<file path="config.mk">
export PLATFORM = sky130hd
export DESIGN_NAME = cpu86_io_responder_flat
export DESIGN_NICKNAME = d
export VERILOG_FILES = /design/src/rtl/cpu86_io_pkg.sv /design/src/rtl/cpu86_io_responder_if.sv /design/src/rtl/cpu86_io_timer.sv /design/src/rtl/cpu86_io_responder.sv /design/src/flat_wrapper.sv
export SDC_FILE = /design/constraint.sdc
export NUM_CORES = 1
export LEC_CHECK = 0
export ABC_AREA = 1
export BUFFER_PORTS_ARGS = -buffer_cell sky130_fd_sc_hd__buf_2
export CORE_ASPECT_RATIO = 0.75
export CORE_MARGIN = 2
export CORE_UTILIZATION = 55
export CTS_BUF_LIST = sky130_fd_sc_hd__clkbuf_4
export DETAILED_ROUTE_END_ITERATION = 12
export PLACE_DENSITY = 0.72
export SLEW_MARGIN = 20
export SYNTH_ARGS = -nofsm -noshare
export SYNTH_HDL_FRONTEND = slang
export SYNTH_SLANG_ARGS = --single-unit
export TNS_END_PERCENT = 10
</file>
<file path="constraint.sdc">
create_clock -name clk -period 15.7 [get_ports clk]
set_input_delay 3.14 -clock clk [delete_from_list [all_inputs] [get_ports clk]]
set_output_delay 3.14 -clock clk [all_outputs]
set_load 0.01 [all_outputs]
</file>
<file path="src/rtl/cpu86_io_pkg.sv">
// Shared definitions for the cpu86 I/O responder: request field layout,
// response FSM states and the unmapped-port read value.
package cpu86_io_pkg;

  localparam int unsigned IO_REQ_DATA_LSB = 0;
  localparam int unsigned IO_REQ_DATA_MSB = 15;
  localparam int unsigned IO_REQ_PORT_LSB = 16;
  localparam int unsigned IO_REQ_PORT_MSB = 31;
  localparam int unsigned IO_REQ_WR_BIT   = 32;
  localparam int unsigned IO_REQ_WORD_BIT = 33;

  localparam logic [15:0] IO_UNMAPPED = 16'hFFFF;

  typedef enum logic [1:0] {
    IDLE = 2'd0,
    WAIT = 2'd1,
    RESP = 2'd2
  } io_resp_state_t;

endpackage

</file>
<file path="src/rtl/cpu86_io_responder_if.sv">
// Request/response/interrupt channels between cpu86 and the I/O responder.
interface cpu86_io_responder_if;

  logic        s_axis_io_req_tvalid;
  logic        s_axis_io_req_tready;
  logic [39:0] s_axis_io_req_tdata;
  logic        m_axis_io_res_tvalid;
  logic        m_axis_io_res_tready;
  logic [15:0] m_axis_io_res_tdata;
  logic        interrupt_valid;
  logic [7:0]  interrupt_data;
  logic        interrupt_ack;

  modport master (
    output s_axis_io_req_tvalid, s_axis_io_req_tdata, m_axis_io_res_tready, interrupt_ack,
    input  s_axis_io_req_tready, m_axis_io_res_tvalid, m_axis_io_res_tdata,
           interrupt_valid, interrupt_data
  );

  modport slave (
    input  s_axis_io_req_tvalid, s_axis_io_req_tdata, m_axis_io_res_tready, interrupt_ack,
    output s_axis_io_req_tready, m_axis_io_res_tvalid, m_axis_io_res_tdata,
           interrupt_valid, interrupt_data
  );

endinterface

</file>
<file path="src/rtl/cpu86_io_timer.sv">
// One-shot down-counter that raises a sticky interrupt on its 1->0 step.
// Present only when CPU86_IO_IRQ_EN is defined; otherwise outputs are idle.
module cpu86_io_timer (
  input  logic        clk,
  input  logic        rst,
  input  logic        i_load,
  input  logic [15:0] i_load_val,
  input  logic        i_ack,
  output logic [15:0] o_count,
  output logic        o_irq_valid
);

`ifdef CPU86_IO_IRQ_EN
  logic [15:0] r_count;
  logic        r_irq;

  // Count down to zero; expiry sets the interrupt, ack clears it unless a new expiry lands
  always_ff @(posedge clk or posedge rst) begin
    if (rst) begin
      r_count <= '0;
      r_irq   <= 1'b0;
    end else begin
      if (i_load)
        r_count <= i_load_val;
      else if (r_count != 16'd0)
        r_count <= r_count - 16'd1;

      if (!i_load && (r_count == 16'd1))
        r_irq <= 1'b1;
      else if (r_irq && i_ack)
        r_irq <= 1'b0;
    end
  end

  assign o_count     = r_count;
  assign o_irq_valid = r_irq;
`else
  logic w_unused;
  assign w_unused    = ^{clk, rst, i_load, i_load_val, i_ack};
  assign o_count     = '0;
  assign o_irq_valid = 1'b0;
`endif

endmodule

</file>
<file path="src/rtl/cpu86_io_responder.sv">
// Bench-side I/O peripheral for cpu86: a window of 16-bit registers served
// over IN/OUT with fixed read latency, plus a one-shot interrupt timer.
// Optional feature macro: CPU86_IO_IRQ_EN (timer port and interrupt).
module cpu86_io_responder
  import cpu86_io_pkg::*;
#(
  parameter logic [15:0] BASE_ADDR  = 16'h0040,
  parameter int unsigned NUM_REGS   = 8,
  parameter logic [15:0] TIMER_PORT = 16'h0080,
  parameter logic [7:0]  IRQ_VECTOR = 8'h08,
  parameter int unsigned RD_LATENCY = 2
) (
  input logic                 clk,
  input logic                 reset,
  cpu86_io_responder_if.slave io
);

  localparam int unsigned IDXW     = (NUM_REGS > 1) ? $clog2(NUM_REGS) : 1;
  localparam logic [16:0] WIN_END  = {1'b0, BASE_ADDR} + 17'(2 * NUM_REGS);
  localparam logic [7:0]  LAT_LOAD = (RD_LATENCY > 0) ? 8'(RD_LATENCY - 1) : 8'd0;

  io_resp_state_t r_state;
  logic           r_req_ready;
  logic           r_res_valid;
  logic [15:0]    r_res_data;
  logic [7:0]     r_cnt;
  logic [15:0]    r_regs [NUM_REGS];

  logic            w_req_fire;
  logic [15:0]     w_port;
  logic [15:0]     w_wdata;
  logic            w_wr;
  logic            w_word;
  logic [15:0]     w_off;
  logic [IDXW-1:0] w_idx;
  logic            w_reg_hit;
  logic            w_tmr_hit;
  logic [15:0]     w_rdata;
  logic [15:0]     w_tmr_count;
  logic            w_tmr_irq;
  logic            w_unused;

  assign w_req_fire = io.s_axis_io_req_tvalid & r_req_ready;
  assign w_port     = io.s_axis_io_req_tdata[IO_REQ_PORT_MSB:IO_REQ_PORT_LSB];
  assign w_wdata    = io.s_axis_io_req_tdata[IO_REQ_DATA_MSB:IO_REQ_DATA_LSB];
  assign w_wr       = io.s_axis_io_req_tdata[IO_REQ_WR_BIT];
  assign w_word     = io.s_axis_io_req_tdata[IO_REQ_WORD_BIT];
  assign w_off      = w_port - BASE_ADDR;
  assign w_idx      = w_off[IDXW:1];
  assign w_reg_hit  = (w_port >= BASE_ADDR) && ({1'b0, w_port} < WIN_END);
  assign w_unused   = ^{io.s_axis_io_req_tdata[39:34], w_off[15:IDXW+1], w_off[0]};

`ifdef CPU86_IO_IRQ_EN
  assign w_tmr_hit = (w_port == TIMER_PORT);
`else
  assign w_tmr_hit = 1'b0;
`endif

  // Read data mux: timer port first, then register window, else unmapped
  always_comb begin
    w_rdata = IO_UNMAPPED;
    if (w_tmr_hit)
      w_rdata = w_word ? w_tmr_count : {8'h00, w_tmr_count[7:0]};
    else if (w_reg_hit) begin
      if (w_word)
        w_rdata = r_regs[w_idx];
      else if (w_port[0])
        w_rdata = {8'h00, r_regs[w_idx][15:8]};
      else
        w_rdata = {8'h00, r_regs[w_idx][7:0]};
    end
  end

  // Register bank writes happen on the request handshake cycle
  always_ff @(posedge clk or posedge reset) begin
    if (reset) begin
      for (int unsigned i = 0; i < NUM_REGS; i++)
        r_regs[i] <= '0;
    end else if (w_req_fire && w_wr && w_reg_hit && !w_tmr_hit) begin
      if (w_word)
        r_regs[w_idx] <= w_wdata;
      else if (w_port[0])
        r_regs[w_idx][15:8] <= w_wdata[7:0];
      else
        r_regs[w_idx][7:0] <= w_wdata[7:0];
    end
  end

  // Response FSM: read data is captured at accept, then held through WAIT/RESP
  always_ff @(posedge clk or posedge reset) begin
    if (reset) begin
      r_state     <= IDLE;
      r_req_ready <= 1'b1;
      r_res_valid <= 1'b0;
      r_res_data  <= '0;
      r_cnt       <= '0;
    end else begin
      case (r_state)
        IDLE: begin
          if (w_req_fire && !w_wr) begin
            r_res_data  <= w_rdata;
            r_req_ready <= 1'b0;
            if (RD_LATENCY > 0) begin
              r_state <= WAIT;
              r_cnt   <= LAT_LOAD;
            end else begin
              r_state     <= RESP;
              r_res_valid <= 1'b1;
            end
          end
        end
        WAIT: begin
          if (r_cnt == 8'd0) begin
            r_state     <= RESP;
            r_res_valid <= 1'b1;
          end else begin
            r_cnt <= r_cnt - 8'd1;
          end
        end
        RESP: begin
          if (io.m_axis_io_res_tready) begin
            r_state     <= IDLE;
            r_res_valid <= 1'b0;
            r_req_ready <= 1'b1;
          end
        end
        default: begin
          r_state     <= IDLE;
          r_res_valid <= 1'b0;
          r_req_ready <= 1'b1;
        end
      endcase
    end
  end

  cpu86_io_timer u_timer (
    .clk         (clk),
    .rst         (reset),
    .i_load      (w_req_fire & w_wr & w_tmr_hit),
    .i_load_val  (w_word ? w_wdata : {8'h00, w_wdata[7:0]}),
    .i_ack       (io.interrupt_ack),
    .o_count     (w_tmr_count),
    .o_irq_valid (w_tmr_irq)
  );

  assign io.s_axis_io_req_tready = r_req_ready;
  assign io.m_axis_io_res_tvalid = r_res_valid;
  assign io.m_axis_io_res_tdata  = r_res_data;
  assign io.interrupt_valid      = w_tmr_irq;
  assign io.interrupt_data       = IRQ_VECTOR;

endmodule
</file>
<file path="src/flat_wrapper.sv">
// flat-port wrapper written by rule: the top's interface ports become plain ports
module cpu86_io_responder_flat import cpu86_io_pkg::*;
#(
  parameter logic [15:0] BASE_ADDR  = 16'h0040,
  parameter int unsigned NUM_REGS   = 8,
  parameter logic [15:0] TIMER_PORT = 16'h0080,
  parameter logic [7:0]  IRQ_VECTOR = 8'h08,
  parameter int unsigned RD_LATENCY = 2
)
  (clk, reset, io_s_axis_io_req_tvalid, io_s_axis_io_req_tdata, io_m_axis_io_res_tready, io_interrupt_ack, io_s_axis_io_req_tready, io_m_axis_io_res_tvalid, io_m_axis_io_res_tdata, io_interrupt_valid, io_interrupt_data);
  cpu86_io_responder_if io_i ();
  input logic clk;
  input logic reset;
  input wire logic [$bits(io_i.s_axis_io_req_tvalid)-1:0] io_s_axis_io_req_tvalid;
  input wire logic [$bits(io_i.s_axis_io_req_tdata)-1:0] io_s_axis_io_req_tdata;
  input wire logic [$bits(io_i.m_axis_io_res_tready)-1:0] io_m_axis_io_res_tready;
  input wire logic [$bits(io_i.interrupt_ack)-1:0] io_interrupt_ack;
  output wire logic [$bits(io_i.s_axis_io_req_tready)-1:0] io_s_axis_io_req_tready;
  output wire logic [$bits(io_i.m_axis_io_res_tvalid)-1:0] io_m_axis_io_res_tvalid;
  output wire logic [$bits(io_i.m_axis_io_res_tdata)-1:0] io_m_axis_io_res_tdata;
  output wire logic [$bits(io_i.interrupt_valid)-1:0] io_interrupt_valid;
  output wire logic [$bits(io_i.interrupt_data)-1:0] io_interrupt_data;
  assign io_i.s_axis_io_req_tvalid = io_s_axis_io_req_tvalid;
  assign io_i.s_axis_io_req_tdata = io_s_axis_io_req_tdata;
  assign io_i.m_axis_io_res_tready = io_m_axis_io_res_tready;
  assign io_i.interrupt_ack = io_interrupt_ack;
  assign io_s_axis_io_req_tready = io_i.s_axis_io_req_tready;
  assign io_m_axis_io_res_tvalid = io_i.m_axis_io_res_tvalid;
  assign io_m_axis_io_res_tdata = io_i.m_axis_io_res_tdata;
  assign io_interrupt_valid = io_i.interrupt_valid;
  assign io_interrupt_data = io_i.interrupt_data;
  cpu86_io_responder #(.BASE_ADDR(BASE_ADDR), .NUM_REGS(NUM_REGS), .TIMER_PORT(TIMER_PORT), .IRQ_VECTOR(IRQ_VECTOR), .RD_LATENCY(RD_LATENCY)) u_core (.clk(clk), .reset(reset), .io(io_i));
endmodule
</file>
After elaboration in Yosys (flattened, before gate mapping)

Index checks and enable logic that the tools add are counted.

Bits in registers: 156
Bits in latches: 0
Memory bits (writable): 0
Bits in read-only memories: 0
Input port bits: 45
Output and inout bits: 27
Memories: 0

Add/sub/neg operators: 2
Multiply operators: 0
Div/mod/pow operators: 0
Magnitude comparators: 4
Equality and inequality tests: 6
Shifts and indexed selects: 0
Mux-type cells: 30
Bitwise gates (word level): 4
Reduce and logical (&&, ||, !) cells: 14

Operator list:

| kind                                                                                 | count |
|---|---|
| 128-bit bitwise mux                                                                  | 3 |
| 128-bit two-way mux                                                                  | 2 |
| 16-bit demux with 3-bit select                                                       | 3 |
| 16-bit two-way mux                                                                   | 6 |
| 16-bit binary-select mux with 3-bit select                                           | 1 |
| 8-bit two-way mux                                                                    | 4 |
| 16-bit by 7-bit greater-or-equal comparator with 1-bit output, second input constant | 1 |
| 16-bit by 7-bit < comparator with 1-bit output, second input constant                | 1 |
| 8-bit one-hot mux with 2 select lines                                                | 1 |
| 3-bit AND reduction                                                                  | 4 |
| 8-bit logical NOT                                                                    | 1 |
| 8-bit by 1-bit subtractor with 8-bit output, second input constant                   | 1 |
| 2-bit two-way mux                                                                    | 3 |
| 1-bit one-hot mux with 3 select lines                                                | 2 |
| 2-bit one-hot mux with 3 select lines                                                | 1 |
| 1-bit logical AND                                                                    | 5 |
| 4-bit greater-or-equal comparator, second input constant                             | 1 |
| 4-bit by 1-bit < comparator with 1-bit output, second input constant                 | 1 |
| 1-bit two-way mux                                                                    | 4 |
| 2-bit by 1-bit inequality test with 1-bit output, second input constant              | 2 |
| 2-bit inequality test, second input constant                                         | 2 |
| 3-bit inverter with 4-bit output                                                     | 1 |
| 4-bit by 1-bit subtractor with 4-bit output, second input constant                   | 1 |
| 2-bit by 1-bit equality test with 1-bit output, second input constant                | 1 |
| other kinds (7)                                                                      | 8 |

Longest topological paths before layout

Gate-level depths: netlist (run 1).

Depth in word-level cells: 9
Depth in mapped cells: 13

Cells and area by module

From an unflattened synthesis (run 1), not the netlist that was laid out.

Cell total of the unflattened synthesis: 1065
Area total of the unflattened synthesis: 8217.9 um^2

Modules (own cells, without submodules):

| module             | times used | cells an instance | area each (um^2) |
|---|---|---|---|
| cpu86_io_responder | 1          | 1047              | 8086.5 |
| cpu86_io_timer     | 1          | 18                | 131.4 |

Least setup slack after synthesis (run 1)

Ideal clock, no wire load.

Kind: input-to-reg
Start point: in io_s_axis_io_req_tdata[33]
End point: reg u_core.r_res_data[3] (netlist: u_core.io.m_axis_io_res_tdata[3])
Setup time: 0.113 ns
Data arrival time: 4.149 ns
Slack: 11.438 ns
Stages on the path: 8
Path through: buf_2 > nor2_2 > clkbuf_2 > inv_1 > nand2_1 > nand3_1 > nand2_1 > inv_1

Cells in the longest elaborated chain, start to end: 2

RTL lines:

| element              | line                      | source |
|---|---|---|
| from (decl)          | flat_wrapper.sv:15        | `input wire logic [$bits(io_i.s_axis_io_req_tdata)-1:0] io_s_axis_io_req_tdata;` |
| 16-bit two-way mux   | cpu86_io_responder.sv:65  | `if (w_word)` |
| 16-bit two-way mux   | cpu86_io_responder.sv:64  | `else if (w_reg_hit) begin` |
| to (signal assigned) | cpu86_io_responder.sv:101 | `r_res_data <= w_rdata;` |
| to (decl)            | cpu86_io_responder.sv:25  | `logic [15:0] r_res_data;` |

No other way between the ends.
A chain may end at the register's enable or synchronous reset.

Worst setup path after layout (run 1)

Start point: in io_s_axis_io_req_tdata[17]
End point: reg u_core.r_regs[105] (netlist name)

Cells in the longest elaborated chain, start to end: 9

RTL lines:

| element                                                                                                                  | line                                                                         | source |
|---|---|---|
| 4-bit by 1-bit subtractor with 4-bit output                                                                              | cpu86_io_responder.sv:48                                                     | `assign w_off = w_port - BASE_ADDR;` |
| 3-bit inverter with 4-bit output (implied by the code)                                                                   | cpu86_io_responder.sv:81, cpu86_io_responder.sv:83, cpu86_io_responder.sv:85 |  |
| 4-bit greater-or-equal comparator (implied by the code) or 4-bit by 1-bit < comparator with 1-bit output (tied branches) | cpu86_io_responder.sv:81, cpu86_io_responder.sv:83                           |  |
| 1-bit logical AND (implied by the code)                                                                                  | cpu86_io_responder.sv:81, cpu86_io_responder.sv:83                           |  |
| 16-bit two-way mux (implied by the code)                                                                                 | cpu86_io_responder.sv:83                                                     | `r_regs[w_idx][15:8] <= w_wdata[7:0];` |
| 16-bit demux with 3-bit select                                                                                           | cpu86_io_responder.sv:83                                                     |  |
| 128-bit bitwise mux                                                                                                      | cpu86_io_responder.sv:83                                                     |  |
| 128-bit two-way mux                                                                                                      | cpu86_io_responder.sv:82                                                     | `else if (w_port[0])` |
| 128-bit two-way mux                                                                                                      | cpu86_io_responder.sv:80                                                     | `if (w_word)` |
| to (signal, indexed assignment)                                                                                          | cpu86_io_responder.sv:81                                                     | `r_regs[w_idx] <= w_wdata;` |
| to (signal, indexed assignment)                                                                                          | cpu86_io_responder.sv:83                                                     |  |
| to (signal, indexed assignment)                                                                                          | cpu86_io_responder.sv:85                                                     | `r_regs[w_idx][7:0] <= w_wdata[7:0];` |
| to (decl)                                                                                                                | cpu86_io_responder.sv:27                                                     | `logic [15:0] r_regs [NUM_REGS];` |

Parallel ways exist; a longest one is shown, timed or not.

==> results of run 1 <==
-- power by group --
part           switching [W]  internal, W  leakage, nW  total (W)
clock               0.000151     0.000126        0.168   0.000277
combinational      0.0000961    0.0000369         2.67   0.000133
sequential        0.00000942     0.000418         2.08   0.000427
total               0.000257     0.000581         4.92   0.000838
-- cell usage after synthesis (8+ instances only) --
cell type and instances:
sky130_fd_sc_hd__clkbuf_1 19, sky130_fd_sc_hd__buf_2 20, sky130_fd_sc_hd__o21ai_0 22, sky130_fd_sc_hd__nor2_1 27, sky130_fd_sc_hd__inv_1 91, sky130_fd_sc_hd__a21oi_1 8, sky130_fd_sc_hd__dfrtp_1 155, sky130_fd_sc_hd__or2_2 8
sky130_fd_sc_hd__nand2_1 542, sky130_fd_sc_hd__buf_4 18, sky130_fd_sc_hd__nand3_1 175, sky130_fd_sc_hd__nand2_2 12
-- per-layer routing --
layer  routed length [µm]  vias up  track usage [%]  part of all wire [%]
li1                     -     3618                -                     -
met1                10200     3437             42.4                    48
met2                 9120      265             39.7                    43
met3                 1730       27             6.46                   8.1
met4                  289        0             6.60                   1.4
met5                    0        -                0                     0
-- worst max path at each step --
| stage | from | endpoint | slack, ns | cells past startpoint |
|---|---|---|---|---|
| 6_report | io_s_axis_io_req_tdata[17] | u_core.r_regs[105] | 10.35 | 8 |
| 4_1_cts | io_s_axis_io_req_tdata[17] | u_core.r_regs[105] | 10.39 | 8 |
| 3_5_place_dp | io_s_axis_io_req_tdata[17] | u_core.r_regs[108] | 9.76 | 8 |
| 5_1_grt | io_s_axis_io_req_tdata[17] | u_core.r_regs[110] | 10.20 | 8 |
| 3_3_place_gp | io_s_axis_io_req_tdata[17] | u_core.r_regs[100] | 9.77 | 8 |
| 2_1_floorplan | reset | u_core.io.m_axis_io_res_tdata[0] | 8.36 | 1 |
-- worst reg2reg max path: stages (launching register included) --
cell and delay [ns]:
sky130_fd_sc_hd__dfstp_2 0.57, sky130_fd_sc_hd__nand2_1 0.07, sky130_fd_sc_hd__nor2_1 0.11, sky130_fd_sc_hd__nand3_2 0.18, sky130_fd_sc_hd__nor2_4 0.12, sky130_fd_sc_hd__buf_4 0.60, sky130_fd_sc_hd__nand2_1 0.43, sky130_fd_sc_hd__nand2_1 0.15
sky130_fd_sc_hd__nand2_1 0.07
-- flip-flops by register name, indices dropped and copies added (netlist names) --
name,count
u_core.io.m_axis_io_res_tdata,16
u_core.io.m_axis_io_res_tvalid,1
u_core.io.s_axis_io_req_tready,1
u_core.r_cnt,8
u_core.r_regs,128
u_core.r_state,2
-- final cells by class --
type,count,area (µm²)
Sequential cell,156,3910
Multi-Input combinational cell,845,3760
Clock inverter,15,198
Inverter,97,372
Tap cell,205,256
Clock buffer,17,128
Fill cell,1433,6140
Timing Repair Buffer,60,317
-- placed cells by master (no fill, tap or decap), types with 9 or more instances in the layout --
cell | synthesis | layout
sky130_fd_sc_hd__nand3_1 | 175 | 175
sky130_fd_sc_hd__clkbuf_4 | 0 | 17
sky130_fd_sc_hd__buf_2 | 20 | 55
sky130_fd_sc_hd__inv_1 | 91 | 90
sky130_fd_sc_hd__nand2_1 | 542 | 542
sky130_fd_sc_hd__nand2_2 | 12 | 12
sky130_fd_sc_hd__nor2_1 | 27 | 27
sky130_fd_sc_hd__conb_1 | 2 | 9
sky130_fd_sc_hd__o21ai_0 | 22 | 22
sky130_fd_sc_hd__dfrtp_1 | 155 | 155
-- stage by stage --
step / hold WS, ns / instances / cell area (µm²) / worst slack [ns]
2_1_floorplan: 0.442 / 1162 / 8410 / 8.36
3_3_place_gp: 0.453 / 1363 / 8610 / 9.77
3_5_place_dp: 0.458 / 1363 / 8610 / 9.76
4_1_cts: 0.489 / 1395 / 8930 / 10.39
5_1_grt: 0.502 / 1395 / 8930 / 10.20
6_report: 0.486 / 1395 / 8930 / 10.35
-- cells by family (layout without fill, tap and decap cells) --
logic type,after synthesis,in the layout
other,2,9
adder cells (fa/ha/maj),2,2
AND/OR/NAND/NOR,789,789
XOR/XNOR,2,2
flip-flops,156,156
buffers and inverters,161,189
AO/OA/AOI/OAI,43,43
==> implementation parameters, run 1 <==
Parameter                              Value

Run status
  Result of the run ... finished clean

Yosys
  Basic-gate share of the synthesized area counting and, or, nand and nor cells ... around two fifths
  Synth Area in XOR/XNOR ... less than 1%
  Main combinational cell family by area after synthesis ... simple AND/OR/NAND/NOR gates
  Netlist area before placement ... roughly 0.0084 mm²
  Ys async rst share ... 100%
  EDFF count, synth ... 0
  Main area contributors after synthesis ... sky130_fd_sc_hd__dfrtp_1 46%, sky130_fd_sc_hd__nand2_1 24%, sky130_fd_sc_hd__nand3_1 10%
  Top FF cell, synth ... sky130_fd_sc_hd__dfrtp_1
  Library cells used by synthesis ... 34
  Fraction of synthesized cell area taken by the top area cell type ... 46.3%
  Share of synthesized area occupied by flip-flops and latches ... between 40% and 50%
  Mean instance size in the synthesized netlist ... 7.26 µm²
  Synth warnings ... 0
  Post-synthesis register bit count ... 156
  Dominant cell type by area after synthesis ... sky130_fd_sc_hd__dfrtp_1
  Post-Synth Adder-Cell Area ... 0.298%
  Gate count after technology mapping ... 1155
  Compound-cell area share of the yosys netlist ... 2.98%
  Portion of netlist area occupied by mux cells ... 0%

Timing
  Final hold viol count ... 0
  Setup-violating endpoint count in the final report ... 0
  Final max-slew violation count ... 0
  Share of the clock period used by the worst path after layout ... 34.1%
  Slew of the pin with the lowest slew margin ... 0.928 ns
  TNS Setup ... 0 ns
  Worst slew margin relative to its limit ... 37.9%
  RSZ-0062 raised after global routing ... no
  Maximum achievable frequency ... 187 MHz
  Fin crit period ... 5.35 ns
  Worst setup skew after layout ... 0.0211 ns

Clock network
  Post-CTS clock slew at the launch and capture registers of the worst setup and hold paths ... 0.13 ns
  Number of buffers between clock root and the deepest sink ... 2
  Total clock buffers created by CTS ... 17
  Sink count of the clock tree ... 156
  Clk Latency, worst-skew pair ... 0.59 ns
  Clock root cell ... sky130_fd_sc_hd__clkbuf_4
  Number of H-tree branching levels ... 4
  Number of gates resized after cts ... 0
  Post-CTS repair timing setup buffer count ... 0
  Total of hold buffers inserted after clock tree synthesis ... 0
  Clock tree from TritonCTS ... built

Floorplanning
  Die Width ... 147 µm
  Placement Rows ... 39
  Chip Height ... around 110 µm
  I/O pin count ... 72
  Area inside the core boundary ... ~0.015 mm²
  Total Die Area ... 0.0163 mm²
  Starting density of the core ... 55.6%

Global routing
  Via count of the first global-routing pass ... 6697
  Global-route congestion overflow total ... 0
  Wire length of the first global-routing pass ... 34800 µm
  Largest net degree at the start of global routing ... 86
  Number of antenna violations at the first check in global routing ... 0
  Total global-route track usage ... 27.6%

Detailed routing
  Post-DR vias/cell ... between 5 and 6
  1st-iter DRT viols ... approximately 820
  Number of nets still failing antenna checks after routing ... 0
  Total via count in the routed design ... about 7300
  Average detailed-routed wire length per instance ... 15.3 µm
  Number of design rule violations left after detail routing ... 0
  Length of the first detailed-routing pass in iterations ... 5
  Sum of routed wire length over all layers ... approximately 21000 µm

Layout
  Count of antenna diodes in the layout ... 0
  Fraction of final layout cells sized beyond drive strength 1 ... approximately an eighth
  Final Core Density ... between 50% and 60%
  Total number of nets in the final design ... 1224
  Area delta synth->final ... 6.57%

Power and ir drop
  Power density over cell area ... about 94 mW/mm²
  Static Leak ... slightly below 5 nW
  VDD IR-drop max ... 0.0505 mV
  Overall power after layout ... 0.000838 W

Worst setup path
  Kind of end point of the critical path ... flop
  Flop-to-flop setup slack ... 13.31 ns
  Kind of cell adding the most delay to the critical path ... buffers and inverters
  Reg2Reg Launch Point ... u_core.io.s_axis_io_req_tready
  Critical path required time ... 16.18 ns
  Buf+Inv Stages, Crit Path ... 4
  Cell with the largest stage delay on the worst path ... sky130_fd_sc_hd__buf_4
  Max Fanout on Critical Path ... 69
  Cell depth of the worst flop-to-flop path ... 8
  Category of the worst setup path launch point ... input pin
  CP cell instances ... buf_2 > buf_4 > inv_2 > buf_4 > nor2_4 > nand2_2 > nand2_1 > nand2_1
  Classification of the worst setup path ... in -> reg
  Worst Path Arrival ... between 5 and 6 ns
  Endpoint of the worst register-to-register path ... u_core.r_regs[34]
  Peak per-stage delay on the critical path ... 0.69 ns

Flow run
  Max Cap Violations ... 0

Placed design
  Number of buffer cells added on primary ports ... 55
  DP HPWL ... 13800 µm
  Final weighted congestion in routability-driven placement ... a little over 0.8

Hold path
  Worst Min Path Start ... u_core.r_regs[26]
  Hold Crit Class ... reg -> reg
  Worst Hold End ... u_core.r_regs[26]
  Min-Delay Path Depth ... 2
No activity file was read; power rests on OpenSTA's default activity.
==> inputs of run 2 (changes only) <==
Settings changed: ABC_AREA 1 to 0, PLACE_DENSITY 0.72 to 0.76.
Clock period 15.7 ns to 4.6 ns, I/O delays scaled along.
==> run 2 against run 1 <==
  * Clock skew fell by 0.0022 ns
  * Wire length shrank 18%
  * Cell area shrank 10%
  * Critical endpoint is now u_core.r_regs[85]
  * Sequential power increased to 3.5 times the previous value
  * Critical path type unchanged
  * Largest cell class unchanged
==> implementation parameters, run 2 <==
Parameter                              Value

Worst setup path
  Worst Path Arrival ... 3.37 ns
  Peak per-stage delay on the critical path ... around 0.95 ns
  Classification of the worst setup path ... in -> reg
  Cell with the largest stage delay on the worst path ... sky130_fd_sc_hd__nor4_4
  Kind of end point of the critical path ... flop
  Category of the worst setup path launch point ... input pin
  Critical path required time ... 5.05 ns
  CP cell instances ... buf_2 > nor4_2 > nand3_1 > nor4_4 > mux2_2
  Max Fanout on Critical Path ... 13

Yosys
  Post-synthesis register bit count ... 156
  Main area contributors after synthesis ... sky130_fd_sc_hd__dfrtp_1 53%, sky130_fd_sc_hd__mux2_2 10%, sky130_fd_sc_hd__nand2_1 4.9%
  Top FF cell, synth ... sky130_fd_sc_hd__dfrtp_1
  Mean instance size in the synthesized netlist ... 11.4 µm²
  Fraction of synthesized cell area taken by the top area cell type ... 52.6%
  Gate count after technology mapping ... 649
  Library cells used by synthesis ... 61
  Dominant cell type by area after synthesis ... sky130_fd_sc_hd__dfrtp_1
  Share of synthesized area occupied by flip-flops and latches ... 53.0%
  Ys async rst share ... 100%
  Netlist area before placement ... 0.00737 mm²
  EDFF count, synth ... 0
  Synth warnings ... 0
  Most numerous cell in the Yosys netlist ... sky130_fd_sc_hd__dfrtp_1
  List of most frequent post-synthesis cells ... 155 x sky130_fd_sc_hd__dfrtp_1, 97 x sky130_fd_sc_hd__nand2_1, 67 x sky130_fd_sc_hd__mux2_2, 52 x sky130_fd_sc_hd__o21ai_0, 36 x sky130_fd_sc_hd__nor2_1

Placed design
  DP HPWL ... 12000 µm
  Final weighted congestion in routability-driven placement ... 0.873
  Placed Cells ... 841
  Number of buffer cells added on primary ports ... 55

Detailed routing
  Length of the first detailed-routing pass in iterations ... 5
  1st-iter DRT viols ... 470
  Number of design rule violations left after detail routing ... 0
  Average detailed-routed wire length per instance ... 20.1 µm
  Post-DR vias/cell ... 6.14
  Total via count in the routed design ... 5368
  Number of nets still failing antenna checks after routing ... 0
  Sum of routed wire length over all layers ... 17600 µm

Timing
  Fin crit period ... slightly below 3 ns
  Final max-slew violation count ... 0
  RSZ-0062 raised after global routing ... no
  Worst slew margin relative to its limit ... 29.1%
  TNS Setup ... 0 ns
  Share of the clock period used by the worst path after layout ... 63.5%
  Setup-violating endpoint count in the final report ... 0
  Final hold viol count ... 0
  Worst setup skew after layout ... about 0.019 ns
  Tightest hold margin ... 0.425 ns
  Slew of the pin with the lowest slew margin ... ~1.1 ns
  Maximum achievable frequency ... 343 MHz

Global routing
  Wire length of the first global-routing pass ... 28000 µm
  Global-route congestion overflow total ... 0
  Routing usage on met3 ... 6.29%
  Global Route met2 Usage ... between 30% and 40%
  Total global-route track usage ... 26.0%
  Routing usage on met1 ... 37.8%
  Largest net degree at the start of global routing ... around 130
  Most crowded layer after global routing ... met2
  Via count of the first global-routing pass ... 5289
  Number of antenna violations at the first check in global routing ... 1

Clock network
  Post-CTS clock slew at the launch and capture registers of the worst setup and hold paths ... 0.14 ns
  Sink count of the clock tree ... roughly 160
  Number of gates resized after cts ... 0
  Total of hold buffers inserted after clock tree synthesis ... 0
  Clock root cell ... sky130_fd_sc_hd__clkbuf_4
  Post-CTS repair timing setup buffer count ... 0
  Number of H-tree branching levels ... 4
  Total clock buffers created by CTS ... 17
  Number of buffers between clock root and the deepest sink ... 2
  Clk Latency, worst-skew pair ... 0.56 ns
  Clock tree from TritonCTS ... built

Power and ir drop
  VDD IR-drop max ... 0.244 mV
  Power density over cell area ... 345 mW/mm²
  Static Leak ... 3.73 nW

Hold path
  Hold Crit Class ... in -> async

Layout
  Largest reg by FF count ... u_core.r_regs
  Max FFs per register ... 128
  Fraction of final layout cells sized beyond drive strength 1 ... 28.8%
  Area delta synth->final ... 9.00%
  Most common library cell in the layout ignoring fill and taps ... sky130_fd_sc_hd__dfrtp_1
  Total number of nets in the final design ... approximately 740
  Finished Layout Cells ... 874
  Leading cell types in the layout, fill and taps excluded ... 155 x sky130_fd_sc_hd__dfrtp_1, 97 x sky130_fd_sc_hd__nand2_1, 67 x sky130_fd_sc_hd__mux2_2

Floorplanning
  Starting density of the core ... between 50% and 60%
  Total Die Area ... 0.0143 mm²
  I/O pin count ... 72
  Placement Rows ... 36
  Die Width ... 138 µm
  Area inside the core boundary ... 0.0130 mm²
  Chip Height ... 104 µm

Flow run
  Max Cap Violations ... 0

Run status
  Result of the run ... finished clean
==> run 2: critical path: cells and delay by family <==
| kind | cells | cell delay, ns |
|---|---|---|
| simple gates | 3 | 1.92 |
| mux | 1 | 0.42 |
| buf+inv | 1 | 0.10 |
==> run 2: worst paths after layout <==
path	from	endpoint	slack, ns	cells past startpoint
worst max register to register	u_core.io.s_axis_io_req_tready	u_core.r_regs[85]	1.76	4
min in group clk	u_core.r_regs[125]	u_core.r_regs[125]	0.49	2
worst min-delay path	reset	u_core.r_cnt[1]	0.43	2
worst max-delay path	io_s_axis_io_req_tdata[31]	u_core.r_regs[85]	1.68	5
worst min register to register	u_core.r_regs[125]	u_core.r_regs[125]	0.49	2
max in group asynchronous	reset	u_core.r_regs[108]	3.13	3
==> run 2: power breakdown <==
part | switching [W] | internal, W
Sequential | 0.0000569 | 0.00144
Combinational | 0.000214 | 0.000120
Clock | 0.000500 | 0.000440
==> run 2: stage by stage <==
stage                     util (%)  area, µm²  total power (W)  setup slack (ns)
after floorplan                  -       7400          0.00173              1.71
after CTS                     61.7       8030          0.00278              1.73
after global placement        59.2       7700          0.00184              1.21
after detailed placement      59.2       7700          0.00185              1.14
after global routing          61.7       8030          0.00289              1.48
final                         61.7       8030          0.00277              1.68
==> run 2: layer usage <==
layer / routed length (µm) / vias to the layer above
met1: 7690 / 2688
met3: 1510 / 29
met4: 314 / 0
met5: 0 / -
li1: - / 2397
met2: 8050 / 254
==> run 2: layout make-up <==
cell class                 count  area [µm²]
multi-input combinational    446        3210
antenna                        1        2.50
fill                        1028        4990
timing repair buffer          62         340
sequential                   156        3910
tap                          171         214
clock inverter                14         193
clock buffer                  18         135
inverter                       6        26.3
==> run 2: kinds of logic after synthesis <==
group / count (synthesis) / synth area share [%]
AND/OR/NAND/NOR: 192 / 13.6
flip-flops: 156 / 53.0
AO/OA/AOI/OAI: 144 / 11.8
multiplexers: 93 / 16.7
buffers and inverters: 54 / 3.72
XOR/XNOR: 6 / 0.713
adder cells (fa/ha/maj): 2 / 0.340
other: 2 / 0.102
